--- config.mk ---
export PLATFORM = sky130hd
export DESIGN_NAME = spike_packet_receiver
export DESIGN_NICKNAME = d
export VERILOG_FILES = /design/src/rtl/noc_pkt_pkg.sv /design/src/rtl/sync_fifo.sv /design/src/rtl/spike_packet_receiver.sv
export SDC_FILE = /design/constraint.sdc
export NUM_CORES = 1
export LEC_CHECK = 0
export ABC_AREA = 0
export BUFFER_PORTS_ARGS = -buffer_cell sky130_fd_sc_hd__buf_4
export CAP_MARGIN = 20
export CORE_UTILIZATION = 30
export CTS_BUF_LIST = sky130_fd_sc_hd__clkbuf_4
export DETAILED_ROUTE_END_ITERATION = 8
export PLACE_DENSITY = 0.47
export SLEW_MARGIN = 0
export SYNTH_ARGS = -nofsm -noshare
export SYNTH_HDL_FRONTEND = slang
export SYNTH_HIERARCHICAL = 1
export SYNTH_SLANG_ARGS = --single-unit
--- constraint.sdc ---
create_clock -name clk -period 6.4 [get_ports clk]
set_input_delay 0.64 -clock clk [delete_from_list [all_inputs] [get_ports clk]]
set_output_delay 0.64 -clock clk [all_outputs]
set_load 0.1 [all_outputs]
--- src/rtl/noc_pkt_pkg.sv ---
`default_nettype none
// ============================================================================
//  Module      : noc_pkt_pkg
//  Description : Shared NoC spike-packet definitions. It holds the packet
//                width, the field offsets and widths, the coordinate width,
//                the drop-reason encoding and a helper that classifies a
//                packet at a receiving tile.
//  Revision    : 1.0  initial release
// ----------------------------------------------------------------------------
//  Packet layout:
//    [31:28] dst_x  [27:24] dst_y  [23:20] src_x  [19:16] src_y
//    [15:8]  axon_idx              [7:0]   reserved
// ============================================================================
package noc_pkt_pkg;

    localparam int PACKET_W  = 32;
    localparam int COORD_W   = 4;
    localparam int AXON_W    = 8;
    localparam int RSVD_W    = 8;

    localparam int DST_X_LSB = 28;
    localparam int DST_Y_LSB = 24;
    localparam int SRC_X_LSB = 20;
    localparam int SRC_Y_LSB = 16;
    localparam int AXON_LSB  = 8;
    localparam int RSVD_LSB  = 0;

    typedef enum logic [1:0] {
        DROP_NONE     = 2'd0,
        DROP_OVERFLOW = 2'd1,
        DROP_MISROUTE = 2'd2,
        DROP_BAD_AXON = 2'd3
    } drop_reason_e;

    // Destination mismatch takes priority over a bad axon index. Either one
    // causes a discard, so the order only affects the reported reason.
    function automatic drop_reason_e classify_pkt(
        input logic [COORD_W-1:0] dst_x,
        input logic [COORD_W-1:0] dst_y,
        input logic [AXON_W-1:0]  axon,
        input logic [COORD_W-1:0] local_x,
        input logic [COORD_W-1:0] local_y,
        input logic [31:0]        num_axons
    );
        if ((dst_x != local_x) || (dst_y != local_y)) begin
            return DROP_MISROUTE;
        end
        if ({{(32-AXON_W){1'b0}}, axon} >= num_axons) begin
            return DROP_BAD_AXON;
        end
        return DROP_NONE;
    endfunction

endpackage
`default_nettype wire

--- src/rtl/sync_fifo.sv ---
`default_nettype none
// ============================================================================
//  Module      : sync_fifo
//  Description : Single-clock FIFO. DEPTH must be a power of two, because the
//                pointers wrap naturally. A push is ignored while the FIFO is
//                full and a pop is ignored while it is empty. The full flag
//                comes from the registered count only, so a pop in the same
//                cycle does not make room for a push.
//  Revision    : 1.0  initial release
// ----------------------------------------------------------------------------
//  Ports:
//    clk, rst_n    clock, synchronous active-low reset
//    push, din     write request and data
//    pop, dout     read request; dout shows the head entry (first-word fall-through)
//    full, empty   occupancy flags
//    count         number of entries held (0..DEPTH)
// ============================================================================
module sync_fifo #(
    parameter int WIDTH = 32,
    parameter int DEPTH = 4
) (
    input  logic                     clk,
    input  logic                     rst_n,
    input  logic                     push,
    input  logic [WIDTH-1:0]         din,
    input  logic                     pop,
    output logic [WIDTH-1:0]         dout,
    output logic                     full,
    output logic                     empty,
    output logic [$clog2(DEPTH):0]   count
);

    localparam int c_PTR_W = $clog2(DEPTH);

    logic [WIDTH-1:0]   r_mem [DEPTH];
    logic [c_PTR_W-1:0] r_wr_ptr;
    logic [c_PTR_W-1:0] r_rd_ptr;
    logic [c_PTR_W:0]   r_count;
    logic               w_push_ok;
    logic               w_pop_ok;

    assign full      = (r_count == (c_PTR_W+1)'(DEPTH));
    assign empty     = (r_count == '0);
    assign count     = r_count;
    assign dout      = r_mem[r_rd_ptr];
    assign w_push_ok = push && !full;
    assign w_pop_ok  = pop && !empty;

    // The storage array has no reset. Entries are only read when count shows them valid.
    always_ff @(posedge clk) begin
        if (w_push_ok) begin
            r_mem[r_wr_ptr] <= din;
        end
    end

    always_ff @(posedge clk) begin
        if (!rst_n) begin
            r_wr_ptr <= '0;
            r_rd_ptr <= '0;
            r_count  <= '0;
        end else begin
            if (w_push_ok) begin
                r_wr_ptr <= r_wr_ptr + c_PTR_W'(1);
            end
            if (w_pop_ok) begin
                r_rd_ptr <= r_rd_ptr + c_PTR_W'(1);
            end
            case ({w_push_ok, w_pop_ok})
                2'b10:   r_count <= r_count + (c_PTR_W+1)'(1);
                2'b01:   r_count <= r_count - (c_PTR_W+1)'(1);
                default: r_count <= r_count;
            endcase
        end
    end

endmodule
`default_nettype wire

--- src/rtl/spike_packet_receiver.sv ---
`default_nettype none
// ============================================================================
//  Module      : spike_packet_receiver
//  Description : Neuron-side sink for the router local output port. Incoming
//                spike packets are buffered in a FIFO. Each packet is
//                checked against this tile's coordinates, and its axon index
//                is decoded into an accumulating spike vector. On every
//                step_tick the accumulated vector is copied into a
//                presentation bank for the neuron core, and the accumulator
//                clears.
//  Revision    : 1.0  initial release
// ----------------------------------------------------------------------------
//  Ports:
//    clk, rst_n       clock, synchronous active-low reset
//    pkt_in/pkt_valid packet from the router (one per high cycle)
//    rx_full          back-pressure to the router (FIFO full)
//    step_tick        timestep boundary pulse
//    spike_vec        presented vector for the step just closed
//    spike_vec_valid  spike_vec not yet consumed
//    spike_vec_ack    neuron consumed spike_vec
//    drop_cnt         saturating count of discarded packets
//    overrun          sticky: vector replaced before it was consumed
// ============================================================================
module spike_packet_receiver #(
    parameter int         PACKET_W   = 32,
    parameter int         FIFO_DEPTH = 4,
    parameter int         NUM_AXONS  = 64,
    parameter logic [3:0] LOCAL_X    = 4'd0,
    parameter logic [3:0] LOCAL_Y    = 4'd0
) (
    input  logic                 clk,
    input  logic                 rst_n,
    input  logic [PACKET_W-1:0]  pkt_in,
    input  logic                 pkt_valid,
    output logic                 rx_full,
    input  logic                 step_tick,
    output logic [NUM_AXONS-1:0] spike_vec,
    output logic                 spike_vec_valid,
    input  logic                 spike_vec_ack,
    output logic [7:0]           drop_cnt,
    output logic                 overrun
);

    import noc_pkt_pkg::*;

    localparam int         c_CNT_W      = $clog2(FIFO_DEPTH) + 1;
    localparam int         c_AXON_IDX_W = $clog2(NUM_AXONS);
    localparam logic [0:0] S_IDLE       = 1'b0;
    localparam logic [0:0] S_DECODE     = 1'b1;

    logic [0:0]           r_state;
    logic                 w_push;
    logic                 w_pop;
    logic                 w_overflow;
    logic                 w_decode_drop;
    logic                 w_nonempty_next;
    logic                 w_fifo_full;
    logic                 w_fifo_empty;
    logic [c_CNT_W-1:0]   w_fifo_count;
    logic [PACKET_W-1:0]  w_head;
    drop_reason_e         w_reason;
    logic [NUM_AXONS-1:0] w_set_vec;
    logic [NUM_AXONS-1:0] w_accum_next;
    logic [NUM_AXONS-1:0] r_accum;
    logic [NUM_AXONS-1:0] r_spike_vec;
    logic                 r_valid;
    logic                 r_overrun;
    logic [7:0]           r_drop_cnt;
    logic [1:0]           w_drop_inc;
    logic [8:0]           w_drop_sum;
    logic                 w_unused_fields;

    // ---------------------------------------------------------------- ingress
    assign w_push     = pkt_valid && !w_fifo_full;
    assign w_overflow = pkt_valid && w_fifo_full;

    sync_fifo #(
        .WIDTH (PACKET_W),
        .DEPTH (FIFO_DEPTH)
    ) u_fifo (
        .clk   (clk),
        .rst_n (rst_n),
        .push  (w_push),
        .din   (pkt_in),
        .pop   (w_pop),
        .dout  (w_head),
        .full  (w_fifo_full),
        .empty (w_fifo_empty),
        .count (w_fifo_count)
    );

    // ------------------------------------------------------------- drain FSM
    // The state is computed from the FIFO occupancy expected next cycle, so
    // DECODE exactly tracks "FIFO non-empty". The head is therefore popped in
    // the first cycle it is visible, with no extra cycle of latency.
    assign w_pop           = (r_state == S_DECODE) && !w_fifo_empty;
    assign w_nonempty_next = w_push || (w_fifo_count > {{(c_CNT_W-1){1'b0}}, w_pop});

    always_ff @(posedge clk) begin
        if (!rst_n) begin
            r_state <= S_IDLE;
        end else begin
            r_state <= w_nonempty_next ? S_DECODE : S_IDLE;
        end
    end

    // ----------------------------------------------------------------- decode
    assign w_reason = classify_pkt(w_head[DST_X_LSB +: COORD_W],
                                   w_head[DST_Y_LSB +: COORD_W],
                                   w_head[AXON_LSB +: AXON_W],
                                   LOCAL_X, LOCAL_Y, NUM_AXONS);
    assign w_decode_drop   = w_pop && (w_reason != DROP_NONE);
    assign w_unused_fields = ^{w_head[SRC_X_LSB +: 2*COORD_W], w_head[RSVD_LSB +: RSVD_W]};

    always_comb begin
        w_set_vec = '0;
        if (w_pop && (w_reason == DROP_NONE)) begin
            w_set_vec[w_head[AXON_LSB +: c_AXON_IDX_W]] = 1'b1;
        end
    end

    // A spike decoded in the tick cycle belongs to the step being closed.
    assign w_accum_next = r_accum | w_set_vec;

    // ------------------------------------------------- accumulate / present
    always_ff @(posedge clk) begin
        if (!rst_n) begin
            r_accum     <= '0;
            r_spike_vec <= '0;
            r_valid     <= 1'b0;
            r_overrun   <= 1'b0;
        end else begin
            if (step_tick) begin
                r_spike_vec <= w_accum_next;
                r_accum     <= '0;
                r_valid     <= 1'b1;
                if (r_valid && !spike_vec_ack) begin
                    r_overrun <= 1'b1;
                end
            end else begin
                r_accum <= w_accum_next;
                if (spike_vec_ack) begin
                    r_valid <= 1'b0;
                end
            end
        end
    end

    // ------------------------------------------------------------ drop count
    assign w_drop_inc = {1'b0, w_overflow} + {1'b0, w_decode_drop};
    assign w_drop_sum = {1'b0, r_drop_cnt} + {7'b0, w_drop_inc};

    always_ff @(posedge clk) begin
        if (!rst_n) begin
            r_drop_cnt <= '0;
        end else begin
            r_drop_cnt <= w_drop_sum[8] ? 8'hFF : w_drop_sum[7:0];
        end
    end

    assign rx_full         = w_fifo_full;
    assign spike_vec       = r_spike_vec;
    assign spike_vec_valid = r_valid;
    assign drop_cnt        = r_drop_cnt;
    assign overrun         = r_overrun;

endmodule
`default_nettype wire

==> impl_metrics.toml, run 1 <==
[status]
run_status = "complete, no violations"

[clocking]
clk_transition_reported_paths_ns = 0.06
tritoncts = "done"
worst_skew_pair.late_latency_ns = 0.66
clockBufferDepth = 3
cts_post_setup_buffers_inserted = 0
clock-sinks = 212
cts.htree.levels = 2
cts-buffers-inserted = 56
clk_root_buffer_cell = "clkbuf_4"
cts_hold_repair.buffers = 0
post_cts_resized = 0

[placement]
dp_hpwl_microns = 12500
numPortBuffers = 95
placed_cell_area_sq_um = 9160
globalplace.congestion = 0.722

[route]
detailedRoute.firstIterationViolations = 274
remaining_drc_errors = 0
drtPass1Iterations = 4
drt-wirelength-per-cell_microns = 17.1
postRouteAntennaNets = 0
vias = 5740
drt-total-wl_microns = 20800
avgViaCountPerCell = 4.72

[setup_path]
crit_path_end_kind = "flop"
worstSetupStartpointType = "flop"
timing.reg2reg.worst_path_depth = 11
worstPathBufferInverterCount = 2
worst-endpoint-required_ns = 6.92
setup.worst_path.class = "flop to flop"
capture_point_of_the_worst_reg_to_reg_path = "drop_cnt[5]"
crit_path_top_delay_cell = "mux4_2"
critical-path-max-stage-delay_ns = 0.57
crit_fanout = 11
worstPathArrival_ns = 4.22
setup_slack_of_the_most_critical_reg_to_reg_path_ns = 2.70
critical_path.top_delay_family = "simple AND/OR/NAND/NOR gates"
cp_cell_sequence = "buf_4 > mux4_2 > nor4_4 > nand2_1 > o31ai_1 > fa_1 > inv_1 > ha_1 > nand3_1 > nor3_1 > o31a_1"
critPathCapture = "drop_cnt[5]"
worst-path-stages = 11

[global_routing]
maximum_number_of_pins_on_one_net_before_global_route_repair = 81
number_of_global_route_vias_before_repair = 5573
grt_pass1_wl_microns = 32200
global_route.usage.total = 0.148
grt_antenna_before_repair = 1
overflow = 0

[sta]
setup_viol = 0
clock-skew-final_ns = 0.0535
timing.final.max_slew_violations = 0
grt_setup_unrepaired = "no"
clock.fmax_mhz = 270
slew_headroom = 0.349
worstMarginPinSlew_ns = 0.974
finalCriticalPeriod_ns = 3.70
number_of_hold_slack_violations_in_the_final_timing_report = 0
finalSetupTns_ns = 0
layout_worst_path_cycle_share = 0.579

[floorplanning]
dieHeight_microns = 168
start_util = 0.305
rows = 60
floorplan.core_area_sq_um = 27000
num_io_pins = 112
die_width_microns = 168
die_area_sq_um = 28100

[flow_run]
timing.max_cap.violations = 0

[synth]
synth_area_per_cell_sq_um = 11.5
mappedNetlistArea_sq_um = 8230
syn-num-nets = 763
yosysWarnings = 6
netlist_instances = 717

[cells_and_area]
multiInputGateArea_sq_um = 3070
layout.filler_cells = 2710
seqCellArea_sq_um = 4880
syn2layout_area_growth_pct = 20.1
finish.net_count = 879
final_cell_mix = "nand2_1 (150), dfxtp_1 (148), o21ai_0 (117), buf_4 (99), clkbuf_4 (92)"
layout_commonest_cell = "nand2_1"
final_layout_size_suffix_gt1_frac = 0.319
stdcell_area_sq_um = 9880

[pwr]
ir_worst_vdd_v = 0.000119
leakage_power_uw = 0.00368
pwr_density_cell_nw_per_um2 = 296

[worst_hold_path]
hold_path.class = "primary input to flop"
-- state kept, by name (all words and copies together), names as in the netlist, named ones only --
signal and cells:
r_accum 64, spike_vec_valid 1, u_fifo/r_wr_ptr 2, u_fifo/r_mem 64, overrun 1, u_fifo/r_rd_ptr 2
spike_vec 64, drop_cnt 8, r_state 1, u_fifo/count 3
-- per-layer routing --
layer | share of wire | GRT usage
met1 | 0.46 | 0.196
met2 | 0.46 | 0.232
met3 | 0.055 | 0.0366
met4 | 0.022 | 0.0586
met5 | 0 | 0
-- final cells by class --
type | instances | share of cell area
multi-input cells | 454 | 0.311
clock inverters | 5 | 0.00228
inverters | 10 | 0.00380
flip-flops and latches | 212 | 0.494
repair buffers | 99 | 0.0752
well taps | 341 | 0.0432
clock buffers | 92 | 0.0699
diodes | 2 | 0.000507
-- stage by stage --
step | hold slack [ns] | setup slack [ns] | total power, uW | utilization | cells
floorplan | 0.419 | 2.94 | 1720 | - | 717
global placement | 0.432 | 2.55 | 1790 | 0.340 | 1116
detailed placement | 0.436 | 2.56 | 1790 | 0.340 | 1116
CTS | 0.117 | 2.54 | 2980 | 0.366 | 1213
global route | 0.127 | 2.32 | 3070 | 0.367 | 1215
finish | 0.195 | 2.70 | 2930 | 0.367 | 1215
-- power breakdown --
| part | switching, uW | internal [uW] | total (uW) | leakage [uW] |
|---|---|---|---|---|
| combinational | 193 | 101 | 294 | 0.00147 |
| sequential | 25.5 | 1440 | 1460 | 0.00178 |
| clock | 531 | 640 | 1170 | 0.000430 |
-- worst min-delay path by stage --
stage                            from             endpoint  slack [ns]  depth (start not counted)
final                      pkt_in[30]  u_fifo/r_mem[0][30]        0.19                          1
after floorplan           r_accum[16]          r_accum[16]        0.42                          2
after global routing       pkt_in[30]  u_fifo/r_mem[3][30]        0.13                          1
after CTS                  pkt_in[30]  u_fifo/r_mem[2][30]        0.12                          1
after detailed placement   r_accum[0]           r_accum[0]        0.44                          2
after global placement    r_accum[29]          r_accum[29]        0.43                          2
Power figures use the tool's default switching activity.
==> inputs of run 2 (changes only) <==
Settings changed: PLACE_DENSITY 0.47 to 0.49.
Clock period 6.4 ns to 3.25 ns, I/O delays scaled along.
==> run 2 against run 1 <==
  * Combinational power grew 120%
  * Cell area grew 3.5%
  * Maximum frequency grew 25%
  * Total power grew 99%
  * Setup slack lost 2.4 ns
  * Critical path type unchanged
  * Critical endpoint unchanged
==> impl_metrics.toml, run 2 (synthesis results as in run 1) <==
[clocking]
clk_root_buffer_cell = "clkbuf_4"
worst_skew_pair.late_latency_ns = 0.65
clk_transition_reported_paths_ns = 0.06
tritoncts = "done"
cts-buffers-inserted = 57
clockBufferDepth = 3
clock-sinks = 212
cts.htree.levels = 2

[route]
vias = 5834
postRouteAntennaNets = 0
remaining_drc_errors = 0
drtPass1Iterations = 4
drt-wirelength-per-cell_microns = 16.5
detailedRoute.firstIterationViolations = 325
drt-total-wl_microns = 20700
avgViaCountPerCell = 4.66

[setup_path]
setup.worst_path.class = "flop to flop"
crit_path_end_kind = "flop"
worstPathArrival_ns = 3.45
crit_fanout = 16
capture_point_of_the_worst_reg_to_reg_path = "drop_cnt[5]"
setup_slack_of_the_most_critical_reg_to_reg_path_ns = 0.28
worst-endpoint-required_ns = 3.74
timing.reg2reg.worst_path_depth = 12
worstSetupStartpointType = "flop"

[global_routing]
number_of_global_route_vias_before_repair = 5717
gr-usage-met1 = 0.192
maximum_number_of_pins_on_one_net_before_global_route_repair = 51
global_route.usage.total = 0.147
overflow = 0
grt_busiest_layer = "met2"
grt_pass1_wl_microns = 31900
grt_use_met2 = 0.235
grt_antenna_before_repair = 1
global_route.usage.met3 = 0.0307

[sta]
setup_viol = 0
clock.fmax_mhz = 337
layout_worst_path_cycle_share = 0.913
finalCriticalPeriod_ns = 2.97
clock-skew-final_ns = 0.0497
slew_headroom = 0.556
grt_setup_unrepaired = "no"
finalSetupTns_ns = 0
timing.final.max_slew_violations = 0
number_of_hold_slack_violations_in_the_final_timing_report = 0
worstMarginPinSlew_ns = 0.664

[floorplanning]
num_io_pins = 112
die_area_sq_um = 28100
rows = 60
floorplan.core_area_sq_um = 27000
dieHeight_microns = 168
start_util = 0.305
die_width_microns = 168

[cells_and_area]
finish.net_count = 917
layout_commonest_cell = "nand2_1"
final_layout_size_suffix_gt1_frac = 0.330
final_cell_mix = "nand2_1 (150), dfxtp_1 (148), buf_4 (118), o21ai_0 (117), clkbuf_4 (91)"
finish.utilization = 0.379
syn2layout_area_growth_pct = 24.3
layout.filler_cells = 2710

[worst_hold_path]
worstHoldStart = "pkt_valid"
hold_path.class = "primary input to flop"
hold_path_end = "drop_cnt[0]"
hold_path_depth = 4

[status]
run_status = "complete, no violations"

[pwr]
leakage_power_uw = 0.00385
ir_worst_vdd_v = 0.000233
pwr_density_cell_nw_per_um2 = 568

[flow_run]
timing.max_cap.violations = 0

[placement]
numPortBuffers = 95
dp_hpwl_microns = 12700
globalplace.congestion = 0.700
[run 2: area by class of cell]
type	count	area (sq um)	share of cell area
Tap cell	341	427	0.0417
Multi-Input combinational cell	454	3080	0.301
Clock buffer	91	683	0.0668
Sequential cell	212	4880	0.478
Timing Repair Buffer	136	1080	0.105
Antenna cell	2	5.00	0.000489
Clock inverter	7	32.5	0.00318
Inverter	10	37.5	0.00367
[run 2: what timing repair did]
action                                  4_1_cts  5_1_grt
hold endpoints to repair                     65        0
hold buffers                                 17        0
resized for setup                             0        1
buffers inserted                              0        1
endpoints found under the setup margin        0        1
[run 2: worst max path at each step]
stage,slack [ns],from,to,depth (start not counted)
floorplan,0.23,u_fifo/count[2],u_fifo/count[2],11
global placement,0.18,flop,drop_cnt[5],12
detailed placement,0.16,flop,drop_cnt[5],12
CTS,0.14,flop,drop_cnt[5],12
global route,0.07,flop,drop_cnt[5],12
finish,0.28,flop,drop_cnt[5],12
[run 2: stage by stage]
stage / hold WS [ns] / setup slack [ns] / std cells / power [uW] / area [sq um]
after floorplan: 0.419 / 0.235 / 717 / 3380 / 8230
after global placement: 0.431 / 0.177 / 1135 / 3560 / 9320
after detailed placement: 0.438 / 0.158 / 1135 / 3570 / 9320
after CTS: 0.0889 / 0.140 / 1250 / 5910 / 10200
after global routing: 0.110 / 0.0723 / 1253 / 6100 / 10200
final: 0.156 / 0.284 / 1253 / 5810 / 10200
[run 2: power breakdown]
group	switching [uW]	internal [uW]	leakage (uW)
clock network	1040	1250	0.000433
registers	48.0	2830	0.00178
logic	392	250	0.00164
total	1480	4330	0.00385
[run 2: layer usage]
layer	wire length [microns]	part of all wire	up-vias
met5	0	0	-
met4	571	0.028	0
met3	947	0.046	43
met2	9490	0.46	147
met1	9710	0.47	2748
li1	-	-	2896
[run 2: worst max-delay path, stage by stage (launching register included)]
cell and delay [ns]:
dfxtp_1 0.35, buf_12 0.19, mux4_2 0.56, nor4_4 0.33
nand2_1 0.11, o31ai_1 0.21, buf_4 0.16, fa_1 0.18
inv_1 0.05, ha_1 0.22, nand3_2 0.13, nor3_1 0.08
o31a_1 0.29
